==> src/rtl/exponent_calc_pkg.sv <==
// Shared widths and FSM encoding for the sequential integer power unit.
package exponent_pkg;

  localparam int XW = 4;
  localparam int PW = 15;

  typedef enum logic [1:0] {
    IDLE = 2'd0,
    CALC = 2'd1,
    DONE = 2'd2
  } state_e;

endpackage

==> src/rtl/exponent_calc_if.sv <==
// Operand/strobe and result bundle between a register wrapper and the power unit.
interface exponent_calc_if;
  import exponent_pkg::*;

  logic          i_load;
  logic          i_start;
  logic [XW-1:0] i_X;
  logic [XW-1:0] i_A;
  logic          o_done;
  logic [PW-1:0] o_P;

  modport master (
    output i_load, i_start, i_X, i_A,
    input  o_done, o_P
  );

  modport slave (
    input  i_load, i_start, i_X, i_A,
    output o_done, o_P
  );
endinterface

==> src/rtl/exponent_calc.sv <==
// Computes P = X^A mod 2^PW by repeated multiplication, one multiply per clock.
module exponent_calc
  import exponent_pkg::*;
(
  input  logic         i_clk,
  input  logic         i_rst_n,
  exponent_calc_if.slave bus
);

  localparam logic [PW-1:0] ONE_P = {{(PW-1){1'b0}}, 1'b1};
  localparam logic [XW-1:0] ONE_X = {{(XW-1){1'b0}}, 1'b1};

  state_e        state_q, state_d;
  logic [XW-1:0] x_q, x_d;
  logic [XW-1:0] a_q, a_d;
  logic [XW-1:0] cnt_q, cnt_d;
  logic [PW-1:0] p_q, p_d;
  logic          done_q, done_d;

  // Product kept at PW bits: the multiply itself wraps modulo 2^PW.
  function automatic logic [PW-1:0] mul_trunc(input logic [PW-1:0] p,
                                              input logic [XW-1:0] x);
    logic [PW-1:0] xe;
    xe = {{(PW-XW){1'b0}}, x};
    return p * xe;
  endfunction

  always_comb begin
    state_d = state_q;
    x_d     = x_q;
    a_d     = a_q;
    cnt_d   = cnt_q;
    p_d     = p_q;
    done_d  = done_q;
    case (state_q)
      IDLE: begin
        if (bus.i_load) begin
          x_d = bus.i_X;
          a_d = bus.i_A;
        end else if (bus.i_start) begin
          p_d     = ONE_P;
          cnt_d   = a_q;
          state_d = CALC;
        end
      end
      CALC: begin
        if (cnt_q != '0) begin
          p_d   = mul_trunc(p_q, x_q);
          cnt_d = cnt_q - ONE_X;
        end else begin
          done_d  = 1'b1;
          state_d = DONE;
        end
      end
      DONE: begin
        if (bus.i_load) begin
          x_d     = bus.i_X;
          a_d     = bus.i_A;
          done_d  = 1'b0;
          state_d = IDLE;
        end else if (bus.i_start) begin
          done_d  = 1'b0;
          p_d     = ONE_P;
          cnt_d   = a_q;
          state_d = CALC;
        end
      end
      default: begin
        done_d  = 1'b0;
        state_d = IDLE;
      end
    endcase
  end

  always_ff @(posedge i_clk) begin
    if (!i_rst_n) begin
      state_q <= IDLE;
      x_q     <= '0;
      a_q     <= '0;
      cnt_q   <= '0;
      p_q     <= '0;
      done_q  <= 1'b0;
    end else begin
      state_q <= state_d;
      x_q     <= x_d;
      a_q     <= a_d;
      cnt_q   <= cnt_d;
      p_q     <= p_d;
      done_q  <= done_d;
    end
  end

  assign bus.o_done = done_q;
  assign bus.o_P    = p_q;

endmodule

==> src/flat_wrapper.sv <==
// flat-port wrapper written by rule: the top's interface ports become plain ports
module exponent_calc_flat import exponent_pkg::*;
  (i_clk, i_rst_n, bus_i_load, bus_i_start, bus_i_X, bus_i_A, bus_o_done, bus_o_P);
  exponent_calc_if bus_i ();
  input  logic i_clk;
  input  logic i_rst_n;
  input wire logic [$bits(bus_i.i_load)-1:0] bus_i_load;
  input wire logic [$bits(bus_i.i_start)-1:0] bus_i_start;
  input wire logic [$bits(bus_i.i_X)-1:0] bus_i_X;
  input wire logic [$bits(bus_i.i_A)-1:0] bus_i_A;
  output wire logic [$bits(bus_i.o_done)-1:0] bus_o_done;
  output wire logic [$bits(bus_i.o_P)-1:0] bus_o_P;
  assign bus_i.i_load = bus_i_load;
  assign bus_i.i_start = bus_i_start;
  assign bus_i.i_X = bus_i_X;
  assign bus_i.i_A = bus_i_A;
  assign bus_o_done = bus_i.o_done;
  assign bus_o_P = bus_i.o_P;
  exponent_calc u_core (.i_clk(i_clk), .i_rst_n(i_rst_n), .bus(bus_i));
endmodule
==> config.mk <==
export PLATFORM = sky130hd
export DESIGN_NAME = exponent_calc_flat
export DESIGN_NICKNAME = d
export VERILOG_FILES = /design/src/rtl/exponent_calc_pkg.sv /design/src/rtl/exponent_calc_if.sv /design/src/rtl/exponent_calc.sv /design/src/flat_wrapper.sv
export SDC_FILE = /design/constraint.sdc
export NUM_CORES = 1
export LEC_CHECK = 0
export BUFFER_PORTS_ARGS = -buffer_cell sky130_fd_sc_hd__buf_4
export CAP_MARGIN = 20
export CORE_ASPECT_RATIO = 1.75
export CORE_MARGIN = 5
export CORE_UTILIZATION = 45
export DETAILED_ROUTE_END_ITERATION = 7
export GPL_TIMING_DRIVEN = 0
export PLACE_DENSITY_LB_ADDON = 0.05
export RECOVER_POWER = 25
export SLEW_MARGIN = 20
export SYNTH_ARGS = -nofsm -noshare
export SYNTH_HDL_FRONTEND = slang
export SYNTH_SLANG_ARGS = --single-unit
==> constraint.sdc <==
create_clock -name i_clk -period 3.06 [get_ports i_clk]
set_input_delay 0.153 -clock i_clk [delete_from_list [all_inputs] [get_ports i_clk]]
set_output_delay 0.153 -clock i_clk [all_outputs]
set_load 0.005 [all_outputs]
==> flow_metrics.py <==
metrics = {
    "run_status": {
        "status": "finished with violations",
        "violations": "negative setup slack",
    },
    "routing": {
        "num_vias": 2259,
        "drt-wirelength-per-cell_um": 15.4,
        "drtAntennaViolNets": 0,
        "drt_iter0_drc": 82,
        "drc": 0,
        "vias_per_cell": 5.11,
        "wl_um": 6830,
        "drt_first_pass_iters": 4,
    },
    "power_and_ir_drop": {
        "finalPower_mw": 0.849,
        "pwr-share-clk_pct": 37.9,
        "leakage_nw": 1.53,
        "p_switching_mw": 0.233,
        "irDropWorstVdd_mv": 0.264,
        "netSwitchingFraction_pct": 27.4,
        "p_per_area_nw_per_um2": 247,
        "p_int_mw": 0.616,
        "pwr-share-seq_pct": 48.9,
        "combinationalPowerShare_pct": 13.2,
    },
    "synth": {
        "synth_ff_type": "dfxtp_1",
        "synth_xor_area_share_pct": 5.18,
        "synth_fa_ha_area_share_pct": 24.4,
        "ys_ff_latch": 30,
        "synth_commonest_cells": "inv_1 (45), and2_1 (38), nand2_1 (35)",
        "yosys.area_share.simple_pct": 22.7,
        "synth_area_leaders": "dfxtp_1 (22%), fa_1 (17%), and2_1 (8.8%), ha_1 (7.4%), inv_1 (6.2%)",
        "async_flop_share_pct": 0,
        "muxShareOfSynthArea_pct": 3.01,
        "synth_edf_count": 0,
        "netlist_area_um2": 2710,
        "synth_top_family_by_area": "adder cells",
        "yosys_warnings": 0,
        "synth-compound-area-share_pct": 14.9,
        "yosys.area.top_type": "dfxtp_1",
        "yosys.cell_count.top_type": "inv_1",
        "yosys.area.top_type_share_pct": 22.2,
        "syn_nets": 369,
        "synth.distinct_cells": 40,
        "synthCells": 318,
        "yosysSeqAreaShare_pct": 22.2,
        "syn-mean-instance-area_um2": 8.51,
    },
    "global_routing": {
        "first_global_vias": 2400,
        "grt_use_total_pct": 19.3,
        "grt_start_max_net_pins": 12,
        "grt_overflow": 0,
        "antenna_found_initial": 0,
        "grt_pass1_wl_um": 11200,
    },
    "clock_tree": {
        "cts_root_buf": "clkbuf_8",
        "clock_latency_ns": 0.28,
        "cts_tree": "yes",
        "h-tree-depth": 2,
        "cts-buffers-inserted": 5,
        "path_clk_slew_ns": 0.07,
        "postCtsHoldBufs": 0,
        "max-clock-path-buffers": 2,
        "numClockSinks": 30,
    },
    "sta": {
        "holdWs_ns": 0.126,
        "max_freq_ghz": 0.323,
        "setup_slack_ns": -0.0319,
        "period_minus_slack_ns": 3.09,
        "grt_setup_unrepaired": "yes",
        "slew-limit-headroom_pct": 47.4,
        "min_period_over_period_pct": 101,
        "worst_pin_slew_ns": 0.789,
        "hold_viol_final": 0,
        "finClkSkew_ns": 0.0118,
        "maxSlewViolCount": 0,
        "setup_viol_count_final": 3,
    },
    "finish": {
        "final_cells": 442,
        "n_antenna_cell": 0,
        "drive_gt1_share_pct": 26.4,
        "area_growth_pct": 27.0,
        "multi_input_comb_area_um2": 2080,
        "n_fill_cell": 572,
        "regArea_um2": 609,
        "final_nets": 414,
    },
    "floorplan": {
        "start_util_pct": 46.0,
        "rows": 37,
        "dieHeight_um": 113,
        "core_um2": 5880,
        "die_x_um": 68.6,
        "die-area_um2": 7720,
        "ios": 28,
    },
    "critical_path": {
        "cp-start-kind": "flip-flop",
        "worstPathArrival_ns": 3.26,
        "path_class": "reg -> reg",
        "worstPathRequired_ns": 3.22,
        "worstPathMaxFanout": 5,
        "reg2reg_depth": 14,
        "crit_path_end_kind": "flip-flop",
    },
    "flow_run": {
        "cap_viol_max_count": 0,
    },
    "min_path": {
        "worstHoldPathType": "in -> reg",
        "hold_path_depth": 3,
    },
    "placement": {
        "dp_hpwl_um": 4900,
        "gp_congestion": 0.841,
        "place_ws_ns": -0.427,
        "place_inst": 423,
        "io_buffers": 27,
    },
}
repair_timing:
action,CTS,global route
gates cloned,1,1
pin swaps,24,27
gates resized for setup,43,13
endpoints found under the setup margin,10,8
endpoints found under the hold margin,0,0
buffers inserted,8,1
power groups by stage:
| stage | logic [mW] | registers (mW) | clock network (mW) |
|---|---|---|---|
| 6_report | 0.112 | 0.415 | 0.322 |
| 5_1_grt | 0.124 | 0.417 | 0.357 |
| 4_1_cts | 0.111 | 0.414 | 0.333 |
| 3_5_place_dp | 0.0943 | 0.424 | 0 |
| 3_3_place_gp | 0.0931 | 0.424 | 0 |
| 2_1_floorplan | 0.0588 | 0.419 | 0 |
layer usage:
layer	wire, um	global-route usage [%]	share of wire, %	vias up
met3	170	3.00	2.5	11
met1	2670	21.5	39	1092
li1	-	-	-	1115
met2	3830	35.2	56	41
met4	158	6.77	2.3	0
met5	0	0	0	-
registers in the layout, indices dropped and copies added, names as in the netlist:
signal / cells
u_core.bus.o_P: 15
u_core.a_q: 4
u_core.cnt_q: 4
u_core.x_q: 4
u_core.state_q: 2
u_core.bus.o_done: 1
per-stage QoR:
step / TNS, ns / area (um^2) / util, %
2_1_floorplan: -0.00749 / 2720 / -
3_3_place_gp: -2.53 / 3020 / 51.4
3_5_place_dp: -2.64 / 3020 / 51.4
4_1_cts: -0.0607 / 3390 / 57.6
5_1_grt: -0.577 / 3440 / 58.4
6_report: -0.0567 / 3440 / 58.4
worst paths after layout:
| path | startpoint | end | slack (ns) |
|---|---|---|---|
| worst max-delay path | u_core.x_q[2] | u_core.bus.o_P[14] | -0.03 |
| worst min-delay path | bus_i_A[2] | u_core.a_q[2] | 0.13 |
| worst max register to register | u_core.x_q[2] | u_core.bus.o_P[14] | -0.03 |
| worst min register to register | u_core.state_q[1] | u_core.bus.o_done | 0.46 |
placed cells by master (no fill, tap or decap), types with 6 or more instances in the layout:
master    instances
inv_1            36
nand2_1          34
and2_1           33
buf_4            27
dfxtp_1          27
fa_1             22
nor2b_1          15
nand3_1          10
inv_2             9
clkbuf_4          9
o21ai_1           8
a21o_1            8
xnor2_1           8
o21ai_0           8
ha_1              8
ha_4              8
a21oi_1           7
xor2_1            7
mux2i_1           7
nor2_1            6
clkbuf_8          6
layout make-up:
class	instances	area share (%)
multi-input combinational	234	60.6
clock inverter	3	0.619
tap	78	2.84
clock buffer	5	2.00
timing repair buffer	38	8.59
buffer	9	2.66
inverter	45	4.92
sequential	30	17.7
kinds of logic after synthesis:
logic type | Yosys count
adders and majority gates | 39
buffers and inverters | 54
DFF | 30
AOI/OAI and AO/OA | 57
muxes | 8
xor gates and xnor gates | 16
and+or+nand+nor | 114
worst max-delay path, cell delays in order, from the launching register on:
cell and delay, ns:
dfxtp_4 0.37, clkbuf_16 0.16, and2_4 0.14, fa_1 0.54, inv_2 0.04, fa_1 0.52
inv_2 0.05, ha_4 0.22, a21o_1 0.17, buf_4 0.14, nand2b_1 0.06, a31oi_1 0.09
a211oi_2 0.24, xnor2_1 0.16, o2bb2ai_1 0.08
Note: power is estimated with default switching activity, not from simulation.
